--- src/rtl/adc_seq_pkg.sv ---
// Shared types and helpers for the multi-channel ADC sequencer.
// Latency: n/a (declarations only).
// Backpressure: n/a.
package adc_seq_pkg;

  // Default sizing of the sequencer. The top module uses these as parameter defaults.
  localparam int DEF_NUM_CH       = 4;
  localparam int DEF_DATA_W       = 8;
  localparam int DEF_AVG_MAX_LOG2 = 3;
  localparam int DEF_TIMEOUT_CYC  = 255;

  // Sequencer FSM states.
  typedef enum logic [2:0] {
    ST_IDLE    = 3'd0,
    ST_SELECT  = 3'd1,
    ST_CONVERT = 3'd2,
    ST_WAIT    = 3'd3,
    ST_STORE   = 3'd4
  } state_t;

  // Width needed to index n values, never below one bit. This keeps a
  // single-channel build from producing zero-width selects.
  function automatic int width_of(input int n);
    int w;
    w = $clog2(n);
    return (w < 1) ? 1 : w;
  endfunction

  // Limit a requested averaging exponent to the largest supported one.
  function automatic int clamp_k(input int k, input int kmax);
    return (k > kmax) ? kmax : k;
  endfunction

endpackage

--- src/rtl/adc_seq_next_ch.sv ---
// Finds the lowest enabled channel strictly above i_cur (or from channel 0 when i_first).
// Latency: purely combinational.
// Backpressure: none; o_none flags that no enabled channel remains.
module adc_seq_next_ch
  import adc_seq_pkg::*;
#(
  parameter int NUM_CH = DEF_NUM_CH,
  parameter int CH_W   = width_of(DEF_NUM_CH)
) (
  input  logic [NUM_CH-1:0] i_mask,
  input  logic [CH_W-1:0]   i_cur,
  input  logic              i_first,
  output logic [CH_W-1:0]   o_next,
  output logic              o_none
);

  // Scan downwards so the lowest qualifying channel is the last (winning) assignment.
  always_comb begin
    o_next = '0;
    o_none = 1'b1;
    for (int i = NUM_CH - 1; i >= 0; i--) begin
      if (i_mask[i] && (i_first || (i > int'(i_cur)))) begin
        o_next = CH_W'(i);
        o_none = 1'b0;
      end
    end
  end

endmodule

--- src/rtl/adc_seq_ctrl.sv ---
// Sweeps enabled ADC channels in ascending order, averaging 2^k samples each, and holds one result per channel.
// Latency: start -> adc_convert in 2 cycles; result/done appear the cycle after the last sample's STORE.
// Backpressure: start is ignored while a sweep runs (not queued); a stalled ADC aborts the sweep after TIMEOUT_CYC cycles.
module adc_seq_ctrl
  import adc_seq_pkg::*;
#(
  parameter int NUM_CH       = DEF_NUM_CH,
  parameter int DATA_W       = DEF_DATA_W,
  parameter int AVG_MAX_LOG2 = DEF_AVG_MAX_LOG2,
  parameter int TIMEOUT_CYC  = DEF_TIMEOUT_CYC
) (
  input  logic                               i_clk,
  input  logic                               i_reset,
  input  logic                               i_start,
  input  logic                               i_continuous,
  input  logic [NUM_CH-1:0]                  i_ch_enable,
  input  logic [width_of(AVG_MAX_LOG2+1)-1:0] i_avg_log2,
  output logic                               o_adc_convert,
  output logic [width_of(NUM_CH)-1:0]        o_adc_sel,
  input  logic                               i_adc_ready,
  input  logic [DATA_W-1:0]                  i_adc_q,
  output logic [NUM_CH*DATA_W-1:0]           o_result,
  output logic [NUM_CH-1:0]                  o_result_valid,
  output logic                               o_busy,
  output logic                               o_done,
  output logic                               o_timeout_err
);

  localparam int CH_W  = width_of(NUM_CH);
  localparam int K_W   = width_of(AVG_MAX_LOG2 + 1);
  localparam int ACC_W = DATA_W + AVG_MAX_LOG2;
  localparam int CNT_W = width_of(TIMEOUT_CYC + 1);
  // Sample counter must hold 2^AVG_MAX_LOG2 itself.
  localparam int SMP_W = AVG_MAX_LOG2 + 1;

  state_t              r_state;
  state_t              w_next_state;

  // Configuration latched for the sweep in progress.
  logic [NUM_CH-1:0]   r_ch_en;
  logic [K_W-1:0]      r_k;
  logic                r_cont;

  // Datapath state.
  logic [CH_W-1:0]     r_sel;
  logic [ACC_W-1:0]    r_acc;
  logic [SMP_W-1:0]    r_nsamp;
  logic [CNT_W-1:0]    r_cnt;
  logic [DATA_W-1:0]   r_res [NUM_CH];
  logic [NUM_CH-1:0]   r_valid;
  logic                r_done;
  logic                r_timeout;

  logic [CH_W-1:0]     w_first_ch;
  logic                w_first_none;
  logic [CH_W-1:0]     w_next_ch;
  logic                w_next_none;
  logic                w_accept;
  logic                w_last_smp;
  logic                w_timeout_hit;
  logic                w_restart;
  logic [K_W-1:0]      w_k_in;
  logic [ACC_W-1:0]    w_avg;

  // First channel comes from the live enable mask: it is consulted exactly when the
  // configuration is being (re)latched, at start acceptance or continuous restart.
  adc_seq_next_ch #(
    .NUM_CH (NUM_CH),
    .CH_W   (CH_W)
  ) u_first_ch (
    .i_mask  (i_ch_enable),
    .i_cur   ({CH_W{1'b0}}),
    .i_first (1'b1),
    .o_next  (w_first_ch),
    .o_none  (w_first_none)
  );

  // Next channel within the running sweep uses the latched mask.
  adc_seq_next_ch #(
    .NUM_CH (NUM_CH),
    .CH_W   (CH_W)
  ) u_next_ch (
    .i_mask  (r_ch_en),
    .i_cur   (r_sel),
    .i_first (1'b0),
    .o_next  (w_next_ch),
    .o_none  (w_next_none)
  );

  // The cycle carrying done still belongs to the finished sweep, so a start landing
  // on it is dropped; this keeps done from ever being high two cycles in a row.
  assign w_accept      = (r_state == ST_IDLE) && i_start && !r_done;
  assign w_k_in        = K_W'(clamp_k(int'(i_avg_log2), AVG_MAX_LOG2));
  assign w_last_smp    = ((r_nsamp + SMP_W'(1)) == (SMP_W'(1) << r_k));
  // r_cnt counts cycles since adc_convert, so done lands exactly TIMEOUT_CYC cycles after it.
  assign w_timeout_hit = !i_adc_ready && (r_cnt == CNT_W'(TIMEOUT_CYC - 1));
  // Restart needs continuous both latched for this sweep and still requested now,
  // so dropping continuous mid-sweep stops after the sweep in progress.
  assign w_restart     = r_cont && i_continuous;
  assign w_avg         = r_acc >> r_k;

  // State register.
  always_ff @(posedge i_clk or posedge i_reset) begin
    if (i_reset) begin
      r_state <= ST_IDLE;
    end else begin
      r_state <= w_next_state;
    end
  end

  // Next-state logic.
  always_comb begin
    w_next_state = r_state;
    case (r_state)
      ST_IDLE: begin
        if (w_accept && !w_first_none) begin
          w_next_state = ST_SELECT;
        end
      end
      ST_SELECT: begin
        w_next_state = ST_CONVERT;
      end
      ST_CONVERT: begin
        w_next_state = ST_WAIT;
      end
      ST_WAIT: begin
        if (i_adc_ready) begin
          w_next_state = w_last_smp ? ST_STORE : ST_CONVERT;
        end else if (w_timeout_hit) begin
          w_next_state = ST_IDLE;
        end
      end
      ST_STORE: begin
        if (!w_next_none) begin
          w_next_state = ST_SELECT;
        end else if (w_restart && !w_first_none) begin
          w_next_state = ST_SELECT;
        end else begin
          w_next_state = ST_IDLE;
        end
      end
      default: begin
        w_next_state = ST_IDLE;
      end
    endcase
  end

  // Output decode from state plus registered status.
  always_comb begin
    o_adc_convert  = (r_state == ST_CONVERT);
    o_busy         = (r_state != ST_IDLE);
    o_adc_sel      = r_sel;
    o_done         = r_done;
    o_timeout_err  = r_timeout;
    o_result_valid = r_valid;
    o_result       = '0;
    for (int i = 0; i < NUM_CH; i++) begin
      o_result[i*DATA_W +: DATA_W] = r_res[i];
    end
  end

  // Config latch, channel select, accumulator, timeout counter and done/error status.
  always_ff @(posedge i_clk or posedge i_reset) begin
    if (i_reset) begin
      r_ch_en   <= '0;
      r_k       <= '0;
      r_cont    <= 1'b0;
      r_sel     <= '0;
      r_acc     <= '0;
      r_nsamp   <= '0;
      r_cnt     <= '0;
      r_done    <= 1'b0;
      r_timeout <= 1'b0;
    end else begin
      r_done <= 1'b0;
      case (r_state)
        ST_IDLE: begin
          if (w_accept) begin
            r_ch_en   <= i_ch_enable;
            r_k       <= w_k_in;
            r_cont    <= i_continuous;
            r_timeout <= 1'b0;
            r_acc     <= '0;
            r_nsamp   <= '0;
            r_sel     <= w_first_ch;
            // Empty mask: finish immediately without touching the ADC.
            r_done    <= w_first_none;
          end
        end
        ST_CONVERT: begin
          r_cnt <= CNT_W'(1);
        end
        ST_WAIT: begin
          if (i_adc_ready) begin
            r_acc   <= r_acc + ACC_W'(i_adc_q);
            r_nsamp <= r_nsamp + SMP_W'(1);
          end else if (w_timeout_hit) begin
            r_timeout <= 1'b1;
            r_done    <= 1'b1;
          end else begin
            r_cnt <= r_cnt + CNT_W'(1);
          end
        end
        ST_STORE: begin
          r_acc   <= '0;
          r_nsamp <= '0;
          if (!w_next_none) begin
            r_sel <= w_next_ch;
          end else begin
            r_done <= 1'b1;
            if (w_restart) begin
              r_ch_en <= i_ch_enable;
              r_k     <= w_k_in;
              r_cont  <= i_continuous;
              if (!w_first_none) begin
                r_sel <= w_first_ch;
              end
            end
          end
        end
        default: begin
        end
      endcase
    end
  end

  // Per-channel result registers and their valid flags.
  always_ff @(posedge i_clk or posedge i_reset) begin
    if (i_reset) begin
      r_valid <= '0;
      for (int i = 0; i < NUM_CH; i++) begin
        r_res[i] <= '0;
      end
    end else if (w_accept) begin
      r_valid <= '0;
    end else if (r_state == ST_STORE) begin
      r_res[r_sel]   <= w_avg[DATA_W-1:0];
      r_valid[r_sel] <= 1'b1;
    end
  end

endmodule

--- config.mk ---
export PLATFORM = sky130hd
export DESIGN_NAME = adc_seq_ctrl
export DESIGN_NICKNAME = d
export VERILOG_FILES = /design/src/rtl/adc_seq_pkg.sv /design/src/rtl/adc_seq_next_ch.sv /design/src/rtl/adc_seq_ctrl.sv
export SDC_FILE = /design/constraint.sdc
export NUM_CORES = 1
export LEC_CHECK = 0
export ABC_AREA = 1
export CORE_MARGIN = 3
export CORE_UTILIZATION = 58
export DETAILED_ROUTE_END_ITERATION = 12
export GPL_TIMING_DRIVEN = 0
export PLACE_DENSITY_LB_ADDON = 0.15
export SYNTH_ARGS = -nofsm -noshare
export SYNTH_HDL_FRONTEND = slang
export SYNTH_SLANG_ARGS = --single-unit
--- constraint.sdc ---
create_clock -name i_clk -period 3.6 [get_ports i_clk]
set_input_delay 0.36 -clock i_clk [delete_from_list [all_inputs] [get_ports i_clk]]
set_output_delay 0.36 -clock i_clk [all_outputs]
set_load 0.02 [all_outputs]
# Yosys cells after proc, flatten, opt, wreduce, memory -nomap -nowiden
# Cells that the tools add are included.
[totals]
wordCells = 138
reg_bits = 73
[op_classes]
reduce_logical = 28
magnitude_cmp = 7
shifts = 2
n_bitwise = 3
muxes = 63
eq_ne = 17
add_sub_neg = 3
[op_table]
columns = ["cell", "n"]
rows = [
  ["$pmux 11 s3", 1],
  ["$bwmux 32", 1],
  ["$mux 2", 14],
  ["$mux 4", 7],
  ["$mux 8", 3],
  ["$mux 11", 2],
  ["$mux 1", 20],
  ["$demux 8 s2", 1],
  ["$pmux 8 s2", 1],
  ["$pmux 3 s5", 1],
  ["$ne 2x2->1 const B", 7],
  ["$mux 3", 4],
  ["$pmux 4 s3", 1],
  ["$reduce_and 4->1", 3],
  ["$add 11x8->11", 1],
  ["$logic_and 1x1->1", 11],
  ["$shr 11x2->8", 1],
  ["$ne 3x3->1 const B", 3],
  ["$add 8x1->8 const B", 1],
  ["$eq 8x8->1 const B", 1],
  ["$pmux 2 s2", 2],
  ["$pmux 4 s2", 1],
  ["$reduce_bool 2->1", 4],
  ["$eq 3x2->1 const B", 2],
  ["other kinds (23)", 30],
]

# Depth between registers and ports, before layout
[logic_depth]
depth_word = 9
depth_mapped = 10
depth_no_buf = 10

# By module
# From an unflattened synthesis, not the netlist that was laid out.
[unflattened]
cells_unflattened = 489
hier_area_um2 = 3912.5
[modules_own_cells]
columns = ["mod", "n_inst", "cells_per_inst", "area_per_inst_um2", "seq_area_each_um2"]
rows = [
  ["adc_seq_ctrl", 1, 459, 3767.4, 1826.8],
  ["adc_seq_next_ch", 2, 15, 72.6, 0.0],
]

# Least setup slack after synthesis
# Ideal clock, no wire load.
[synth_path]
path_type = "input -> register"
startpoint = "input i_adc_q[2]"
endpoint = "register r_acc[3]"
setup_ns = 0.126
path_stages = 6
t_arrival_ns = 1.538
t_required_ns = 3.474
slack_ns = 1.936
path_cell_list = "ha_1 > or2_2 > and2_1 > or2_2 > nand3_1 > o21ai_0"
[synth_between]
elab_chain_len = 3
[synth_lines]
columns = ["element", "line_no", "text"]
rows = [
  ["start: declaration", "adc_seq_ctrl.sv:21", "input logic [DATA_W-1:0] i_adc_q,"],
  ["$add 11x8->11", "adc_seq_ctrl.sv:195", "r_acc <= r_acc + ACC_W'(i_adc_q);"],
  ["$mux 11", "adc_seq_ctrl.sv:194", "if (i_adc_ready) begin"],
  ["$pmux 11 s3", "adc_seq_ctrl.sv:176", "case (r_state)"],
  ["end signal: assignment", "adc_seq_ctrl.sv:195", ""],
  ["end: declaration", "adc_seq_ctrl.sv:46", "logic [ACC_W-1:0] r_acc;"],
]
# No other way between the ends. The select of a mux whose other input is x is not followed.
# A chain may end at the register's enable or synchronous reset.

# Worst setup path after layout
[layout_path]
startpoint = "register r_state[0]"
endpoint = "output o_busy"
[layout_between]
elab_chain_len = 1
[layout_lines]
columns = ["element", "line_no", "text"]
rows = [
  ["start: declaration", "adc_seq_ctrl.sv:36", "state_t r_state;"],
  ["start signal: assignment", "adc_seq_ctrl.sv:107", "r_state <= w_next_state;"],
  ["$reduce_bool 3->1", "adc_seq_ctrl.sv:151", "o_busy = (r_state != ST_IDLE);"],
  ["end: declaration", "adc_seq_ctrl.sv:24", "output logic o_busy,"],
]
# No other way between the ends.

==> qor.txt <==
Outcome -> finished, final reports clean
Post-cts gate resize count -> 0
Area growth syn-to-layout -> 24.3%
# port buffers -> 60
Die width -> 86.7 µm
Top Ports -> 61
Hold Startpoint -> r_cont
Fin crit share -> 0.649
Core area -> 0.00613 mm²
Worst Setup Start Kind -> flip-flop
Syn Nets -> 492
Total Wirelength -> 8650 µm
Cell area after synthesis -> 0.00378 mm²
CTS buffer count -> 9
Top post-synthesis cells by area -> dfrtp_1, nand2_1, o21ai_0
Drt first pass iters -> 4
Critical path class -> flip-flop to primary output
Yosys top cell by area -> dfrtp_1
TritonCTS clock tree -> yes
PnR worst setup slack -> 1260 ps
Pre-CTS setup slack -> 1410 ps
Initial antenna violation count -> 0
Crit. Startpoint -> r_state[0]
Register area -> 0.00180 mm²
Clk_skew -> 8.22 ps
Initial core utilization -> 0.617
Hold WC Path Type -> flip-flop to flip-flop
Largest net degree at the start of global routing -> 73
Core Rows -> 28
Drt drc -> 0
Final nets -> 563
Cells after synthesis -> 461
Share of the synthesized area in the top cell type -> 0.477
Fmax -> 428 MHz
Max_slew headroom -> 0.412
Syn avg cell area -> 8.20 µm²
Leakage -> 2.26 nW
DR WL/cell -> 14.1 µm
Async S/R FF share, synth -> 1.00
Final Hold Fails -> 0
# Post-CTS Setup Buffers -> 0
Hold_buf cts -> 0
Commonest cells in the netlist -> nand2_1, dfrtp_1, o21ai_0, inv_1, nor2_1
Tmin final -> 2340 ps
Gr ovfl total -> 0
Worst VDD drop -> 0.397 mV
Yosys synthesis warning count -> 0
Synth unique cells -> 38
Pins Over Slew Limit -> 0
FF-to-FF path depth -> 8
CP Data Required Time -> 3240 ps
EDFF count, synth -> 0
Crit. End Element -> primary output
Diode count -> 0
Clock slew at reported path FFs -> 70 ps
Die height -> 86.7 µm
Synth Register Bits -> 72
Via-per-instance ratio -> 5.44
GPL Wtd Cong -> 0.867
Hold Path Sink -> r_cont
Max incr delay on CP -> 650 ps
Max FO, Critical Path -> 8
Vias -> 3330
Die area -> 0.00752 mm²
All-layer global routing usage -> 0.248
Final setup fails -> 0
Vias in the first global route -> 3113
Max-cap violations -> 0
Root Buffer -> clkbuf_8
TNS Setup -> 0 ps
R2r endpoint -> r_acc[10]
Post-detail-place hpwl -> 6270 µm
1st-iter DRT viols -> 169
Unrepaired setup endpoints after global routing -> false
First-pass GRT wire length -> 14600 µm
Cell Pwr Density -> 714 mW/mm²
Critical Path Most Common Cell -> inv_1
Final ANT Viol Nets -> 0
R2R Setup Slk -> 1820 ps
Hold path depth -> 2
Most frequent cell after synthesis -> nand2_1
Clk_lat worst skew -> 350 ps
Ys flop type -> dfrtp_1
H-tree levels -> 3
CP arrival -> 1980 ps
CP Cell Sequence -> inv_1 -> nand2_1 -> nor2_2 -> inv_1 -> clkdlybuf4s50_1
Fillcell total -> 450
Share of cells above drive strength 1 -> 0.101
CP max stage cell -> clkdlybuf4s50_1
Multi-input gate area -> 0.00171 mm²
Worst-Margin Slew -> 882 ps
Clock sinks -> 72
RR Startpoint -> r_acc[0]
Sequential area share after synthesis -> 0.477
Bufs on Longest Clock Path -> 2
worst max path at each step:
stage                   endpoint  slack, ps  cells past startpoint
detailed placement     r_acc[10]       1410                      9
finish                    o_busy       1260                      5
floorplan           o_adc_sel[0]       1420                      1
global placement        r_acc[3]        250                      2
CTS                       o_busy       1240                      5
global route              o_busy       1130                      5
power by group:
group | switching (W) | internal [W]
Combinational | 0.000929 | 0.000552
Clock | 0.000312 | 0.000408
Sequential | 0.000162 | 0.000994
Total | 0.00140 | 0.00195
cell usage in the layout (no fill, tap or decap), drive strengths merged:
cell type | synthesis | layout
a21oi | 9 | 9
clkdlybuf4s50 | 0 | 60
or2 | 3 | 3
nand3b | 1 | 1
nor2 | 31 | 31
nor3 | 1 | 1
bufinv | 0 | 2
buf | 8 | 8
o221ai | 3 | 3
clkinvlp | 0 | 2
dfrtp | 72 | 72
xnor2 | 4 | 4
a22o | 1 | 1
clkbuf | 0 | 11
o311ai | 1 | 1
nand4 | 6 | 6
nor3b | 1 | 1
o21ai | 68 | 68
xor2 | 8 | 8
a22oi | 1 | 1
a31oi | 1 | 1
nand2 | 147 | 147
and2 | 1 | 1
a21boi | 1 | 1
fa | 1 | 1
inv | 52 | 52
ha | 11 | 11
nand3 | 23 | 23
o22ai | 5 | 5
clkinv | 1 | 2
worst max-delay path: cells and delay by family, from the launching register on:
kind          cells  cell delay [ps]
buf+inv           3              910
flops             1              500
simple gates      2              210
cell type report:
cell class | instances | share of cell area
Clock buffer | 11 | 0.0301
Sequential cell | 72 | 0.383
Clock inverter | 5 | 0.0170
Tap cell | 75 | 0.0200
Multi-Input combinational cell | 328 | 0.365
Timing Repair Buffer | 60 | 0.128
Inverter | 53 | 0.0434
Buffer | 8 | 0.0136
layer usage:
layer  GRT usage  wire length, µm  vias up
met5           0                0        -
met4       0.105              120        0
met3      0.0342              445       14
met2       0.398             4090      104
met1       0.337             3990     1565
li1            -                -     1647
kinds of logic after synthesis:
group,count (synthesis),share of synthesized area
AOI/OAI and AO/OA,90,0.136
xor gates and xnor gates,12,0.0278
adders and majority gates,12,0.0417
buffers and inverters,61,0.0701
DFF,72,0.477
and+or+nand+nor,214,0.248
per-stage QoR:
step / cells / power [W] / cell area, µm² / hold WS, ps / utilization
floorplan: 461 / 0.00216 / 3780 / 455 / -
CTS: 612 / 0.00335 / 4700 / 496 / 0.767
detailed placement: 596 / 0.00264 / 4480 / 478 / 0.730
global route: 612 / 0.00359 / 4700 / 509 / 0.767
global placement: 596 / 0.00258 / 4480 / 464 / 0.730
finish: 612 / 0.00336 / 4700 / 493 / 0.767
flip-flops by register name, indices dropped and copies added (netlist names):
register / count
o_adc_sel: 2
o_done: 1
o_result: 32
o_result_valid: 4
o_timeout_err: 1
r_acc: 11
r_ch_en: 3
r_cnt: 8
r_cont: 1
r_k: 2
r_nsamp: 4
r_state: 3
Note: power is estimated with default switching activity, not from simulation.
